--- config.mk ---
export PLATFORM = sky130hd
export DESIGN_NAME = if_fetch_unit
export DESIGN_NICKNAME = d
export VERILOG_FILES = /design/src/rtl/fetch_pkg.sv /design/src/rtl/fetch_fifo.sv /design/src/rtl/if_fetch_unit.sv
export SDC_FILE = /design/constraint.sdc
export NUM_CORES = 1
export LEC_CHECK = 0
export ABC_AREA = 1
export CORE_ASPECT_RATIO = 0.5
export CORE_MARGIN = 2
export CORE_UTILIZATION = 24
export DETAILED_ROUTE_END_ITERATION = 6
export PLACE_DENSITY = 0.46
export REMOVE_ABC_BUFFERS = 1
export SLEW_MARGIN = 20
export SYNTH_ARGS = -nofsm -noshare
export SYNTH_HDL_FRONTEND = slang
export SYNTH_SLANG_ARGS = --single-unit
export TNS_END_PERCENT = 5
--- constraint.sdc ---
create_clock -name clk -period 5 [get_ports clk]
set_input_delay 1.5 -clock clk [delete_from_list [all_inputs] [get_ports clk]]
set_output_delay 1.5 -clock clk [all_outputs]
set_load 0.02 [all_outputs]
--- src/rtl/fetch_pkg.sv ---
// Shared types and constants for the instruction-fetch stage.
// Latency: n/a (declarations only).
// Backpressure: n/a.
package fetch_pkg;

   localparam int XLEN = 32;
   localparam int ILEN = 32;

   localparam logic [XLEN-1:0] PC_STEP          = 32'd4;
   localparam logic [XLEN-1:0] DEFAULT_RESET_PC = 32'h8000_0000;
   localparam logic [ILEN-1:0] NOP_INSTR        = 32'h0000_0013;

   // One fetched instruction together with the address it came from.
   typedef struct packed {
      logic [XLEN-1:0] pc;
      logic [ILEN-1:0] instr;
   } fetch_entry_t;

endpackage

--- src/rtl/fetch_fifo.sv ---
// Synchronous FIFO with flush and occupancy count, used for fetch bookkeeping.
// Latency: a pushed word becomes visible at the head one cycle after the push.
// Backpressure: none internal; a push while full is ignored unless a pop happens the same cycle.
module fetch_fifo #(
   parameter int WIDTH = 32,
   parameter int DEPTH = 4,
   localparam int AW = $clog2(DEPTH),
   localparam int CW = AW + 1
) (
   input  logic             clk,
   input  logic             rst_n,
   input  logic             flush,
   input  logic             push,
   input  logic [WIDTH-1:0] push_data,
   input  logic             pop,
   output logic [WIDTH-1:0] head,
   output logic [CW-1:0]    count,
   output logic             empty,
   output logic             full
);

   logic [WIDTH-1:0] mem [DEPTH];
   logic [AW-1:0]    wr_ptr;
   logic [AW-1:0]    rd_ptr;
   logic             push_ok;
   logic             pop_ok;

   assign empty   = (count == '0);
   assign full    = (count == CW'(DEPTH));
   assign pop_ok  = pop & ~empty;
   assign push_ok = push & ~flush & (~full | pop_ok);
   assign head    = mem[rd_ptr];

   // Storage is written only on an accepted push; contents are don't-care when empty.
   always_ff @(posedge clk) begin
      if (push_ok) begin
         mem[wr_ptr] <= push_data;
      end
   end

   // Pointer and occupancy update; flush discards everything in one edge.
   always_ff @(posedge clk or negedge rst_n) begin
      if (!rst_n) begin
         wr_ptr <= '0;
         rd_ptr <= '0;
         count  <= '0;
      end else if (flush) begin
         wr_ptr <= '0;
         rd_ptr <= '0;
         count  <= '0;
      end else begin
         if (push_ok) begin
            wr_ptr <= wr_ptr + AW'(1);
         end
         if (pop_ok) begin
            rd_ptr <= rd_ptr + AW'(1);
         end
         count <= count + CW'(push_ok) - CW'(pop_ok);
      end
   end

endmodule

--- src/rtl/if_fetch_unit.sv ---
// Pipelined instruction fetch: issues word requests, tracks them in flight, buffers results for ID.
// Latency: request accepted at N, response at N+L, instruction visible to ID at N+L+1.
// Backpressure: credit limit (in flight + buffered <= DEPTH) stops issue; responses are never refused.
module if_fetch_unit
   import fetch_pkg::*;
#(
   parameter logic [XLEN-1:0] RESET_PC = DEFAULT_RESET_PC,
   parameter int              DEPTH    = 4
) (
   input  logic            clk,
   input  logic            rst_n,
   input  logic            redirect_valid,
   input  logic [XLEN-1:0] redirect_pc,
   output logic            imem_req_valid,
   input  logic            imem_req_ready,
   output logic [XLEN-1:0] imem_req_addr,
   input  logic            imem_rsp_valid,
   input  logic [ILEN-1:0] imem_rsp_data,
   output logic            id_valid,
   input  logic            id_ready,
   output logic [XLEN-1:0] id_pc,
   output logic [ILEN-1:0] id_instr
);

   localparam int CW = $clog2(DEPTH) + 1;
   localparam logic [CW:0] CREDITS = DEPTH[CW:0];

   logic [XLEN-1:0] fetch_pc;
   logic [CW-1:0]   drop_cnt;
   logic [CW-1:0]   inflight;
   logic [CW-1:0]   buf_count;
   logic [CW:0]     credit_used;
   logic            started;
   logic            pop;
   logic            issue;
   logic            req_fire;
   logic            rsp_keep;
   logic [XLEN-1:0] inflight_pc;
   fetch_entry_t    buf_push;
   fetch_entry_t    buf_head;
   logic            pcq_empty;
   logic            pcq_full;
   logic            buf_empty;
   logic            buf_full;
   logic            unused_bits;

   // A redirect suppresses the pop so the flushed head is not also consumed.
   assign pop         = id_valid & id_ready & ~redirect_valid;
   assign credit_used = {1'b0, inflight} + {1'b0, buf_count} - {{CW{1'b0}}, pop};
   assign issue       = started & ~redirect_valid & (credit_used < CREDITS);
   assign req_fire    = issue & imem_req_ready;

   // Responses belonging to an abandoned path are discarded, including one landing on the redirect edge.
   assign rsp_keep = imem_rsp_valid & ~redirect_valid & (drop_cnt == '0);
   assign buf_push = '{pc: inflight_pc, instr: imem_rsp_data};

   assign imem_req_valid = issue;
   assign imem_req_addr  = fetch_pc;
   assign id_valid       = ~buf_empty;
   assign id_pc          = id_valid ? buf_head.pc : '0;
   assign id_instr       = id_valid ? buf_head.instr : '0;

   assign unused_bits = ^{redirect_pc[1:0], pcq_full, buf_full};

   fetch_fifo #(
      .WIDTH (XLEN),
      .DEPTH (DEPTH)
   ) u_inflight_q (
      .clk       (clk),
      .rst_n     (rst_n),
      .flush     (1'b0),
      .push      (req_fire),
      .push_data (fetch_pc),
      .pop       (imem_rsp_valid),
      .head      (inflight_pc),
      .count     (inflight),
      .empty     (pcq_empty),
      .full      (pcq_full)
   );

   fetch_fifo #(
      .WIDTH ($bits(fetch_entry_t)),
      .DEPTH (DEPTH)
   ) u_out_buf (
      .clk       (clk),
      .rst_n     (rst_n),
      .flush     (redirect_valid),
      .push      (rsp_keep),
      .push_data (buf_push),
      .pop       (pop),
      .head      (buf_head),
      .count     (buf_count),
      .empty     (buf_empty),
      .full      (buf_full)
   );

   // Holds off issue for the edge on which reset is released so no request is visible in reset.
   always_ff @(posedge clk or negedge rst_n) begin
      if (!rst_n) begin
         started <= 1'b0;
      end else begin
         started <= 1'b1;
      end
   end

   // Fetch PC: a redirect overrides the sequential advance of an accepted request.
   always_ff @(posedge clk or negedge rst_n) begin
      if (!rst_n) begin
         fetch_pc <= RESET_PC;
      end else if (redirect_valid) begin
         fetch_pc <= {redirect_pc[XLEN-1:2], 2'b00};
      end else if (req_fire) begin
         fetch_pc <= fetch_pc + PC_STEP;
      end
   end

   // On redirect every request still outstanding after this edge is stale: that is the previous
   // drop count plus the live requests, i.e. the whole in-flight queue minus any response popping now.
   always_ff @(posedge clk or negedge rst_n) begin
      if (!rst_n) begin
         drop_cnt <= '0;
      end else if (redirect_valid) begin
         drop_cnt <= inflight - CW'(imem_rsp_valid);
      end else if (imem_rsp_valid && (drop_cnt != '0)) begin
         drop_cnt <= drop_cnt - CW'(1);
      end
   end

   // Memory must never answer without an outstanding request.
   rsp_without_req: assert property (@(posedge clk) disable iff (!rst_n)
      !(imem_rsp_valid && pcq_empty));

endmodule

==> run metrics <==
Slew @ Worst Pin 1085 ps; Final Hold Vio Count 0; vias in the first global route 11850; fin util 30.39%; syn_area_per_cell 10.98 um^2; synthesized cell area 17580 um^2; post-synthesis sequential area ratio 69.70%; final cell count without fillers 2774; clk buf depth 3; Synth Register Bits 416; largest net degree at the start of global routing 65; clk_lat worst skew 550 ps; ANT nets after route 0; hold_ws 518.0 ps; P_leak 7.805 nW; crit end category output port; H-tree depth 2; DR iter-0 viols 637; arrival time worst endpoint 3390 ps; wire per inst 17.22 um; Syn-to-layout area delta 25.80%; Final Critical Period 4894 ps; vias per std cell 4.326; hold_sp imem_req_addr[19]$_DFFE_PN0P_; Pwr Density 546.8 nW/um^2; WS Path Type input port to output port; detailed-placement wirelength estimate 28.42 mm; Internal 7.844 mW; commonest non-fill, non-tap cells in the layout edfxtp_1, nor2_1, nand2_1; Max-Slew Margin vs Limit 27.55%; reg2reg setup slack 1710 ps; Slew Viols, Final 0; num ports 168; worst hold stages 2; initial antenna violation count 2; die width 386.7 um; min-delay worst type flip-flop to flip-flop; total power 12.09 mW; wirelength, routed 47.77 mm; Distinct cells, synth 30; Max VDD drop 256.2 uV; GRT Residual Overflow 0; layout cells sized above 1 8.273%; leading cell type in the layout, fill and taps excluded edfxtp_1; Num CTS Buffers 44; Initial Util 24.15%; CP Max Fanout 3; Worst Hold Path EP imem_req_addr[19]$_DFFE_PN0P_; # setup viols final 0; Worst-path clk slew 60 ps; Syn Inst Count 1601; crit share post-route 97.88%; port buffer count 161; max frequency 204.3 MHz; row cnt 70; Clk pwr share 28.8%; outcome finished clean; Clock Skews 12.12 ps; reg-to-reg critical path endpoint u_inflight_q.count[2]$_DFF_PN0_; crit path launch type input port; sw frac 35.14%; Critical Path RT 3500 ps; CTS tree yes; # fillers 7365; R2R cell count 22; clock sinks 416; Remaining DRCs 0; Yosys Warn Count 0; First-pass DRT Iterations 5; DR vias 12000; Max-cap violations 0; placed insts 2692; logic gate share of total power 32.9%; reg2reg start u_out_buf.count[1]$_DFF_PN0_; Final GP Congestion 0.7555; Core ar. 72780 um^2; Sw Pwr 4.249 mW; part of the power in registers 38.3%; die height 195.4 um; global-route wire length before repair 72.64 mm; Die ar. 75560 um^2; setup_tns 0 ps; CTS Root Buffer Type clkbuf_16; gr usage total 12.39%; Final #Nets 1862
## kinds of logic (layout without fill, tap and decap cells)
logic type,Yosys count,after routing,share of synthesized area [%]
AOI/OAI and AO/OA,306,306,8.940
buffers and inverters,163,360,3.786
xor gates and xnor gates,7,7,0.3488
other,2,6,0.04272
DFF,416,416,69.70
adders and majority gates,24,24,1.794
and+or+nand+nor,683,683,15.39
## metal layers
metal	vias to the layer above	track usage, %	wire [um]
li1	5839	-	-
met5	-	0	7
met3	56	1.485	1380
met4	2	2.890	819
met1	5962	15.27	20550
met2	140	23.07	25020
## power groups by stage
stage               clock [mW]  sequential [mW]  combinational (mW)
floorplan                    0             4.78                1.90
global placement             0             4.71                3.99
finish                    3.49             4.63                3.97
global route              3.70             4.67                4.40
CTS                       3.56             4.64                4.01
detailed placement           0             4.71                4.00
## metrics by stage
step,area [um^2],setup slack [ps]
floorplan,17210,-402.2
global placement,20530,-368.8
detailed placement,20530,-409.8
CTS,22060,39.00
global route,22110,-18.87
finish,22120,106.1
## critical path, cell delays in order
cell	delay (ps)
clkdlybuf4s50_1	450
inv_1	60
nor2_2	130
inv_2	60
nor2_2	80
ha_2	160
inv_1	60
ha_4	260
nand4_1	140
nand3_2	130
nand3_1	90
nor2_2	150
buf_6	130
## state kept, by name, indices dropped and copies added, names as in the netlist
| name | cells |
|---|---|
| u_out_buf.rd_ptr | 2 |
| u_inflight_q.count | 3 |
| u_out_buf.wr_ptr | 2 |
| u_out_buf.count | 3 |
| u_inflight_q.wr_ptr | 2 |
| drop_cnt | 3 |
| u_inflight_q.rd_ptr | 2 |
| imem_req_addr | 30 |
| u_out_buf.mem | 248 |
| u_inflight_q.mem | 120 |
| started | 1 |
## area by class of cell
class	instances	area, um^2	area share, %
diodes	1	2.502	0.01132
clock buffers	49	1140	5.154
clock inverters	30	397.9	1.799
inverters	77	290.3	1.313
multi-input cells	1025	4746	21.46
flip-flops and latches	416	12260	55.43
well taps	972	1216	5.499
repair buffers	204	2063	9.330
## worst max path at each step
stage | from | endpoint | cells past startpoint
after CTS | id_ready | imem_req_valid | 13
final | id_ready | imem_req_valid | 13
after global routing | id_ready | imem_req_valid | 13
after global placement | id_ready | imem_req_valid | 13
after floorplan | u_out_buf.rd_ptr[0]$_DFFE_PN0P_ | id_instr[0] | 3
after detailed placement | id_ready | imem_req_valid | 13
## synth_stat cells (all sizes together)
cell type / n / area share [%]
a21oi: 72 / 2.0
and2: 1 / 0.036
buf: 25 / 0.84
clkbuf: 61 / 1.3
clkinv: 2 / 0.043
conb: 2 / 0.043
dfrtp: 47 / 6.7
dfstp: 1 / 0.15
edfxtp: 368 / 63
fa: 2 / 0.23
ha: 22 / 1.6
inv: 75 / 1.6
nand2: 224 / 4.8
nand3: 66 / 1.9
nand4: 5 / 0.18
nor2: 384 / 8.4
nor3: 1 / 0.028
o211ai: 1 / 0.043
o21ai: 203 / 5.8
o22ai: 30 / 1.1
or2: 2 / 0.071
xnor2: 2 / 0.10
xor2: 5 / 0.25
## timing repair
action	4_1_cts	5_1_grt
resized for setup	4	9
pin swaps	0	4
buffers inserted	0	2
endpoints found under the setup margin	1	1
hold buffers	0	0
Note: power is estimated with default switching activity, not from simulation.
